### src/rtl/hubris_mem_pkg.sv
// Shared types for the Hubris memory arbiter: read-response owner IDs,
// the tag carried alongside each in-flight read, and the byte-enable width
// of the default 32-bit data path.
package hubris_mem_pkg;

  localparam int DEFAULT_DATA_WIDTH = 32;
  localparam int BYTE_EN_WIDTH      = DEFAULT_DATA_WIDTH / 8;

  typedef enum logic {
    OWNER_DATA  = 1'b0,
    OWNER_FETCH = 1'b1
  } owner_e;

  typedef struct packed {
    logic   valid;
    owner_e owner;
  } tag_t;

endpackage

### src/rtl/hubris_mem_arbiter_if.sv
// Bundle of the data-port, fetch-port and memory-port signals seen by the
// Hubris memory arbiter. The arbiter uses the slave view; the core/memory
// side (or a bench) uses the master view.
interface hubris_mem_arbiter_if #(
  parameter int ADDR_WIDTH = 32,
  parameter int DATA_WIDTH = 32
);

  localparam int BE_WIDTH = DATA_WIDTH / 8;

  logic                  d_req;
  logic [BE_WIDTH-1:0]   d_we;
  logic [ADDR_WIDTH-1:0] d_addr;
  logic [DATA_WIDTH-1:0] d_wdata;
  logic                  d_gnt;
  logic                  d_rvalid;
  logic [DATA_WIDTH-1:0] d_rdata;

  logic                  f_req;
  logic [ADDR_WIDTH-1:0] f_addr;
  logic                  f_gnt;
  logic                  f_rvalid;
  logic [DATA_WIDTH-1:0] f_rdata;

  logic                  mem_en;
  logic [BE_WIDTH-1:0]   mem_we;
  logic [ADDR_WIDTH-1:0] mem_addr;
  logic [DATA_WIDTH-1:0] mem_din;
  logic [DATA_WIDTH-1:0] mem_dout;

  logic                  fetch_stalled;

  modport slave (
    input  d_req, d_we, d_addr, d_wdata,
    input  f_req, f_addr,
    input  mem_dout,
    output d_gnt, d_rvalid, d_rdata,
    output f_gnt, f_rvalid, f_rdata,
    output mem_en, mem_we, mem_addr, mem_din,
    output fetch_stalled
  );

  modport master (
    output d_req, d_we, d_addr, d_wdata,
    output f_req, f_addr,
    output mem_dout,
    input  d_gnt, d_rvalid, d_rdata,
    input  f_gnt, f_rvalid, f_rdata,
    input  mem_en, mem_we, mem_addr, mem_din,
    input  fetch_stalled
  );

endinterface

### src/rtl/hubris_mem_resp_tracker.sv
// Read-response tracker: a READ_LATENCY-deep shift register of owner tags
// that lines up with the memory's read pipeline, and steers mem_dout to
// whichever requester issued the read. Non-owning rdata is held at zero.
module hubris_mem_resp_tracker
  import hubris_mem_pkg::*;
#(
  parameter int DATA_WIDTH   = 32,
  parameter int READ_LATENCY = 1
) (
  input  logic                  clk,
  input  logic                  reset,
  input  tag_t                  tag_in,
  input  logic [DATA_WIDTH-1:0] mem_dout,
  output logic                  d_rvalid,
  output logic [DATA_WIDTH-1:0] d_rdata,
  output logic                  f_rvalid,
  output logic [DATA_WIDTH-1:0] f_rdata
);

  tag_t tag_pipe [READ_LATENCY];
  tag_t tag_out;

  // Shift a tag in every cycle; reset discards everything in flight
  always_ff @(posedge clk) begin
    if (reset) begin
      for (int i = 0; i < READ_LATENCY; i++) begin
        tag_pipe[i] <= '0;
      end
    end else begin
      tag_pipe[0] <= tag_in;
      for (int i = 1; i < READ_LATENCY; i++) begin
        tag_pipe[i] <= tag_pipe[i-1];
      end
    end
  end

  assign tag_out = tag_pipe[READ_LATENCY-1];

  // Route the memory word to the tag's owner; nothing is reported during reset
  always_comb begin
    d_rvalid = 1'b0;
    f_rvalid = 1'b0;
    d_rdata  = '0;
    f_rdata  = '0;
    if (!reset && tag_out.valid) begin
      if (tag_out.owner == OWNER_DATA) begin
        d_rvalid = 1'b1;
        d_rdata  = mem_dout;
      end else begin
        f_rvalid = 1'b1;
        f_rdata  = mem_dout;
      end
    end
  end

endmodule

### src/rtl/hubris_mem_arbiter.sv
// Two-requester arbiter sharing one single-port synchronous memory between
// the Hubris data path and the instruction fetch unit. Data has priority.
// Optional build macro HUBRIS_ARB_STARVATION_GUARD_EN adds a streak counter
// that hands the port to fetch after MAX_DATA_STREAK consecutive data wins.
module hubris_mem_arbiter
  import hubris_mem_pkg::*;
#(
  parameter int ADDR_WIDTH      = 32,
  parameter int DATA_WIDTH      = 32,
  parameter int READ_LATENCY    = 1,
  parameter int MAX_DATA_STREAK = 4
) (
  input logic                 clk,
  input logic                 reset,
  hubris_mem_arbiter_if.slave bus
);

  if (READ_LATENCY < 1 || READ_LATENCY > 2) begin : g_bad_latency
    $error("hubris_mem_arbiter: READ_LATENCY must be 1 or 2");
  end
  if (MAX_DATA_STREAK < 1) begin : g_bad_streak
    $error("hubris_mem_arbiter: MAX_DATA_STREAK must be at least 1");
  end
  if (ADDR_WIDTH < 2 || (DATA_WIDTH % 8) != 0) begin : g_bad_width
    $error("hubris_mem_arbiter: unsupported address/data width");
  end

  logic d_gnt;
  logic f_gnt;
  logic fetch_priority;
  logic d_is_read;
  tag_t push_tag;

`ifdef HUBRIS_ARB_STARVATION_GUARD_EN
  localparam int STREAK_W = $clog2(MAX_DATA_STREAK + 1);
  localparam logic [STREAK_W-1:0] STREAK_MAX = STREAK_W'(MAX_DATA_STREAK);

  logic [STREAK_W-1:0] streak_q;
  logic [STREAK_W-1:0] streak_d;

  assign fetch_priority = bus.f_req && (streak_q == STREAK_MAX);

  // Count data wins that kept a waiting fetch out; saturate at the limit
  always_comb begin
    streak_d = streak_q;
    if (!bus.f_req || f_gnt) begin
      streak_d = '0;
    end else if (d_gnt && (streak_q != STREAK_MAX)) begin
      streak_d = streak_q + 1'b1;
    end
  end

  // Streak counter register
  always_ff @(posedge clk) begin
    if (reset) begin
      streak_q <= '0;
    end else begin
      streak_q <= streak_d;
    end
  end
`else
  assign fetch_priority = 1'b0;
`endif

  // Grant decision: data first unless fetch has been starved long enough
  always_comb begin
    d_gnt = 1'b0;
    f_gnt = 1'b0;
    if (!reset) begin
      if (bus.d_req && !fetch_priority) begin
        d_gnt = 1'b1;
      end else if (bus.f_req) begin
        f_gnt = 1'b1;
      end
    end
  end

  assign d_is_read = (bus.d_we == '0);

  // Drive the memory port from the winner and build the response tag
  always_comb begin
    bus.mem_en     = 1'b0;
    bus.mem_we     = '0;
    bus.mem_addr   = '0;
    bus.mem_din    = '0;
    push_tag.valid = 1'b0;
    push_tag.owner = OWNER_DATA;
    if (d_gnt) begin
      bus.mem_en     = 1'b1;
      bus.mem_we     = bus.d_we;
      bus.mem_addr   = bus.d_addr;
      bus.mem_din    = bus.d_wdata;
      push_tag.valid = d_is_read;
      push_tag.owner = OWNER_DATA;
    end else if (f_gnt) begin
      bus.mem_en     = 1'b1;
      bus.mem_addr   = bus.f_addr;
      push_tag.valid = 1'b1;
      push_tag.owner = OWNER_FETCH;
    end
  end

  assign bus.d_gnt         = d_gnt;
  assign bus.f_gnt         = f_gnt;
  assign bus.fetch_stalled = !reset && bus.f_req && !f_gnt;

  logic                  d_rvalid;
  logic                  f_rvalid;
  logic [DATA_WIDTH-1:0] d_rdata;
  logic [DATA_WIDTH-1:0] f_rdata;

  hubris_mem_resp_tracker #(
    .DATA_WIDTH   (DATA_WIDTH),
    .READ_LATENCY (READ_LATENCY)
  ) u_resp_tracker (
    .clk      (clk),
    .reset    (reset),
    .tag_in   (push_tag),
    .mem_dout (bus.mem_dout),
    .d_rvalid (d_rvalid),
    .d_rdata  (d_rdata),
    .f_rvalid (f_rvalid),
    .f_rdata  (f_rdata)
  );

  assign bus.d_rvalid = d_rvalid;
  assign bus.d_rdata  = d_rdata;
  assign bus.f_rvalid = f_rvalid;
  assign bus.f_rdata  = f_rdata;

endmodule

### src/flat_wrapper.sv
// flat-port wrapper written by rule: the top's interface ports become plain ports
module hubris_mem_arbiter_flat import hubris_mem_pkg::*;
#(
  parameter int ADDR_WIDTH      = 32,
  parameter int DATA_WIDTH      = 32,
  parameter int READ_LATENCY    = 1,
  parameter int MAX_DATA_STREAK = 4
)
  (clk, reset, bus_d_req, bus_d_we, bus_d_addr, bus_d_wdata, bus_f_req, bus_f_addr, bus_mem_dout, bus_d_gnt, bus_d_rvalid, bus_d_rdata, bus_f_gnt, bus_f_rvalid, bus_f_rdata, bus_mem_en, bus_mem_we, bus_mem_addr, bus_mem_din, bus_fetch_stalled);
  hubris_mem_arbiter_if #(.ADDR_WIDTH(ADDR_WIDTH), .DATA_WIDTH(DATA_WIDTH)) bus_i ();
  input logic clk;
  input logic reset;
  input wire logic [$bits(bus_i.d_req)-1:0] bus_d_req;
  input wire logic [$bits(bus_i.d_we)-1:0] bus_d_we;
  input wire logic [$bits(bus_i.d_addr)-1:0] bus_d_addr;
  input wire logic [$bits(bus_i.d_wdata)-1:0] bus_d_wdata;
  input wire logic [$bits(bus_i.f_req)-1:0] bus_f_req;
  input wire logic [$bits(bus_i.f_addr)-1:0] bus_f_addr;
  input wire logic [$bits(bus_i.mem_dout)-1:0] bus_mem_dout;
  output wire logic [$bits(bus_i.d_gnt)-1:0] bus_d_gnt;
  output wire logic [$bits(bus_i.d_rvalid)-1:0] bus_d_rvalid;
  output wire logic [$bits(bus_i.d_rdata)-1:0] bus_d_rdata;
  output wire logic [$bits(bus_i.f_gnt)-1:0] bus_f_gnt;
  output wire logic [$bits(bus_i.f_rvalid)-1:0] bus_f_rvalid;
  output wire logic [$bits(bus_i.f_rdata)-1:0] bus_f_rdata;
  output wire logic [$bits(bus_i.mem_en)-1:0] bus_mem_en;
  output wire logic [$bits(bus_i.mem_we)-1:0] bus_mem_we;
  output wire logic [$bits(bus_i.mem_addr)-1:0] bus_mem_addr;
  output wire logic [$bits(bus_i.mem_din)-1:0] bus_mem_din;
  output wire logic [$bits(bus_i.fetch_stalled)-1:0] bus_fetch_stalled;
  assign bus_i.d_req = bus_d_req;
  assign bus_i.d_we = bus_d_we;
  assign bus_i.d_addr = bus_d_addr;
  assign bus_i.d_wdata = bus_d_wdata;
  assign bus_i.f_req = bus_f_req;
  assign bus_i.f_addr = bus_f_addr;
  assign bus_i.mem_dout = bus_mem_dout;
  assign bus_d_gnt = bus_i.d_gnt;
  assign bus_d_rvalid = bus_i.d_rvalid;
  assign bus_d_rdata = bus_i.d_rdata;
  assign bus_f_gnt = bus_i.f_gnt;
  assign bus_f_rvalid = bus_i.f_rvalid;
  assign bus_f_rdata = bus_i.f_rdata;
  assign bus_mem_en = bus_i.mem_en;
  assign bus_mem_we = bus_i.mem_we;
  assign bus_mem_addr = bus_i.mem_addr;
  assign bus_mem_din = bus_i.mem_din;
  assign bus_fetch_stalled = bus_i.fetch_stalled;
  hubris_mem_arbiter #(.ADDR_WIDTH(ADDR_WIDTH), .DATA_WIDTH(DATA_WIDTH), .READ_LATENCY(READ_LATENCY), .MAX_DATA_STREAK(MAX_DATA_STREAK)) u_core (.clk(clk), .reset(reset), .bus(bus_i));
endmodule
### config.mk
export PLATFORM = sky130hd
export DESIGN_NAME = hubris_mem_arbiter_flat
export DESIGN_NICKNAME = d
export VERILOG_FILES = /design/src/rtl/hubris_mem_pkg.sv /design/src/rtl/hubris_mem_arbiter_if.sv /design/src/rtl/hubris_mem_resp_tracker.sv /design/src/rtl/hubris_mem_arbiter.sv /design/src/flat_wrapper.sv
export SDC_FILE = /design/constraint.sdc
export NUM_CORES = 1
export LEC_CHECK = 0
export ABC_AREA = 1
export CORE_AREA = 2 2 106 108
export DETAILED_ROUTE_END_ITERATION = 8
export DIE_AREA = 0 0 108 110
export PLACE_DENSITY = 0.6
export SYNTH_ARGS = -nofsm -noshare
export SYNTH_HDL_FRONTEND = slang
export SYNTH_SLANG_ARGS = --single-unit
### constraint.sdc
create_clock -name clk -period 1.1 [get_ports clk]
set_input_delay 0.275 -clock clk [delete_from_list [all_inputs] [get_ports clk]]
set_output_delay 0.275 -clock clk [all_outputs]
set_load 0.005 [all_outputs]
==> run_results.csv, run 1 <==
group,metric,value,unit
status,status,"finished, violations left",
status,violations,"setup timing",
clock_tree,cts_tree,"built",
floorplanning,row_count,38,
global_routing,grt_overflow,0,
critical_path,critPathRequiredTime,0.82,ns
clock_tree,clk_path_buf_depth,2,
cells_and_area,top_register,"u_core.u_resp_tracker.tag_pipe",
critical_path,worstPathCellList,"inv_2 > nor2_4 > nand2_2 > buf_6 > clkbuf_16 > nor2_1 > buf_2",
min_path,hold_class,"in2reg",
synthesis,ys_warn_count,0,
global_routing,grt_pass1_wl,14.2,mm
min_path,worstHoldStart,"bus_d_we[1]",
synthesis,ys_top_cells_by_area,"nor2_1, inv_1, nand2_1",
global_routing,grt_pass1_vias,2957,
critical_path,cp_top_family,"buffers and inverters",
routing,dr.first_iter.drc_count,93,
floorplanning,die_w,108,um
sta,finalSetupViolations,138,
cells_and_area,reg_top3,"u_core.u_resp_tracker.tag_pipe: 2 flops",
critical_path,crit_path_start,"u_core.u_resp_tracker.tag_pipe[0][1]",
placement,dp.cells,713,
power,finalPower,1.96,mW
sta,relSlewSlack,82.6,%
routing,wire_per_inst,14.4,um
synthesis,ys_top_cells_by_count,"nor2_1, inv_1, nand2_1",
cells_and_area,largest_reg_flops,2,
cells_and_area,final_cells,771,
routing,dr.pass1.iters,5,
sta,fin_crit,1.57,ns
clock_tree,cts.root.buffer_cell,"clkbuf_8",
critical_path,crit_path_start_kind,"flop",
sta,tightest_slew,0.261,ns
placement,gp_congestion,0.761,
synthesis,synth_ff_type,"dfxtp_1",
sta,maxSlewViolCount,0,
critical_path,path_class,"reg2out",
placement,io_buffers,273,
global_routing,grt_max_degree,34,
critical_path,worst_path_max_delay_cell,"dfxtp_2",
critical_path,cp_max_fo,8,
flow_run,maxCapViolations,0,
routing,drcViolationCount,0,
routing,finalWirelength,11.1,mm
clock_tree,cts.sinks,2,
cells_and_area,final_cell_area,5250,um2
clock_tree,clk_pin_slew,0.03,ns
cells_and_area,n_antenna_cell,0,
power,power.density,373,nW/um2
floorplanning,start_util,11.8,%
synthesis,syn_nets,442,
sta,hold_viol_final,0,
synthesis,synth.yosys.seq_area_share,3.18,%
synthesis,netlist_area,1260,um2
cells_and_area,final_util,49.0,%
sta,period_share,143,%
synthesis,async_flop_share,0,%
synthesis,yosys.cell_count.top_type,"nor2_1",
floorplanning,die_height,110,um
synthesis,netlist_instances,306,
power,peakVddDrop,178,uV
placement,dpl-instance-area,4230,um2
cells_and_area,area_delta_synth_final,317,%
cells_and_area,layout.nets,769,
critical_path,crit_path_end_kind,"output pin",
routing,ant_nets,0,
power,p_leak,2.85,nW
sta,rsz0062_at_grt,"yes",
sta,fin_ws,-0.474,ns
floorplanning,io_pins,274,
global_routing,antenna_found_initial,0,
cells_and_area,drive_above_1_share,54.8,%
global_routing,gr-usage-all-layers,15.2,%
synthesis,synth.top_cell.area_share,31.0,%
synthesis,synth_seq_cells,2,
clock_tree,cts_buffers,3,
routing,routed-via-count,3055,
synthesis,ys_types,11,
placement,dp_hpwl,7.29,mm
routing,vias_per_cell,3.96,
clock_tree,cts_hold_buf,0,
critical_path,cp.arrival,1.30,ns
synthesis,synth_area_per_cell,4.11,um2
critical_path,cp.buffers_inverters,4,
critical_path,max_stage_delay,0.31,ns
sta,timing.fmax,635,MHz
clock_tree,ctsHtreeMaxLevel,1,
synthesis,synth_top_cell_by_area,"nor2_1",
floorplanning,die-area,11900,um2
synthesis,synth_edf_count,0,
floorplanning,design.core.area,10700,um2
[report_power, final]
part | internal, mW | switching (mW) | leakage [nW]
logic | 0.980 | 0.609 | 2.81
clock network | 0.232 | 0.0602 | 0.0216
registers | 0.0768 | 0.00171 | 0.0168
[cells by family (layout without fill, tap and decap cells)]
family | after synthesis | count (layout) | synth area share [%]
and+or+nand+nor | 208 | 208 | 66.1
buffers and inverters | 96 | 421 | 30.7
DFF | 2 | 2 | 3.18
[cell type report]
cell class / count / area (um2)
Sequential cell: 2 / 41.3
Tap cell: 140 / 175
Clock buffer: 3 / 41.3
Fill cell: 1102 / 5450
Timing Repair Buffer: 340 / 3260
Multi-Input combinational cell: 208 / 1420
Inverter: 78 / 308
[metrics by stage]
stage	worst slack [ns]	setup TNS, ns	hold WS, ns
finish	-0.474	-47.12	0.590
global route	-0.545	-53.75	0.638
CTS	-0.694	-55.91	0.578
detailed placement	-1.12	-147.94	0.985
global placement	-1.11	-147.64	0.984
floorplan	-0.00373	-0.106	0.446
[cell usage in the layout, fill, tap and decap left out]
cell type	count
clkbuf_8	3
buf_12	17
buf_8	7
clkdlybuf4s50_1	129
nand2_2	24
buf_4	10
inv_8	1
buf_2	107
dlymetal6s2s_1	1
dfxtp_2	1
clkbuf_2	14
dfxtp_1	1
inv_1	70
inv_2	4
inv_4	3
nand2_4	4
buf_6	38
nor2_1	25
nand3_2	18
nor2_2	38
buf_16	10
nand2_1	41
nand3_1	15
clkbuf_16	4
dlygate4sd2_1	3
nor2_4	43
[tightest hold or removal path, cell delays in order]
cell and delay, ns:
dlygate4sd2_1 0.23, buf_4 0.11, nor2_1 0.03, nand3_1 0.07
nand2_1 0.04
[timing repair]
action,CTS,global route
endpoints found under the setup margin,140,138
buffers inserted,29,11
cloned,13,6
gates resized for setup,458,328
pin swaps,22,18
[per-layer routing]
layer	vias to the layer above	part of all wire (%)	track usage [%]
met5	-	0	0
li1	1517	-	-
met1	1364	33	14.4
met4	0	0.60	2.47
met3	6	9.9	3.41
met2	168	56	32.9
[worst paths after layout]
kind,endpoint,slack (ns),cells after the start
hold / removal,u_core.u_resp_tracker.tag_pipe[0][1],0.59,5
setup / recovery,bus_f_rdata[7],-0.47,7
Power figures use the tool's default switching activity.
==> run 2: changes to the inputs <==
--- a/config.mk
+++ b/config.mk
@@ -9,6 +9,7 @@
 export CORE_AREA = 2 2 106 108
 export DETAILED_ROUTE_END_ITERATION = 8
 export DIE_AREA = 0 0 108 110
+export HOLD_SLACK_MARGIN = 0.1
 export PLACE_DENSITY = 0.6
 export SYNTH_ARGS = -nofsm -noshare
 export SYNTH_HDL_FRONTEND = slang
==> results of run 2 <==
Same layout as run 1: the final DEF is identical, and so are final timing and power.
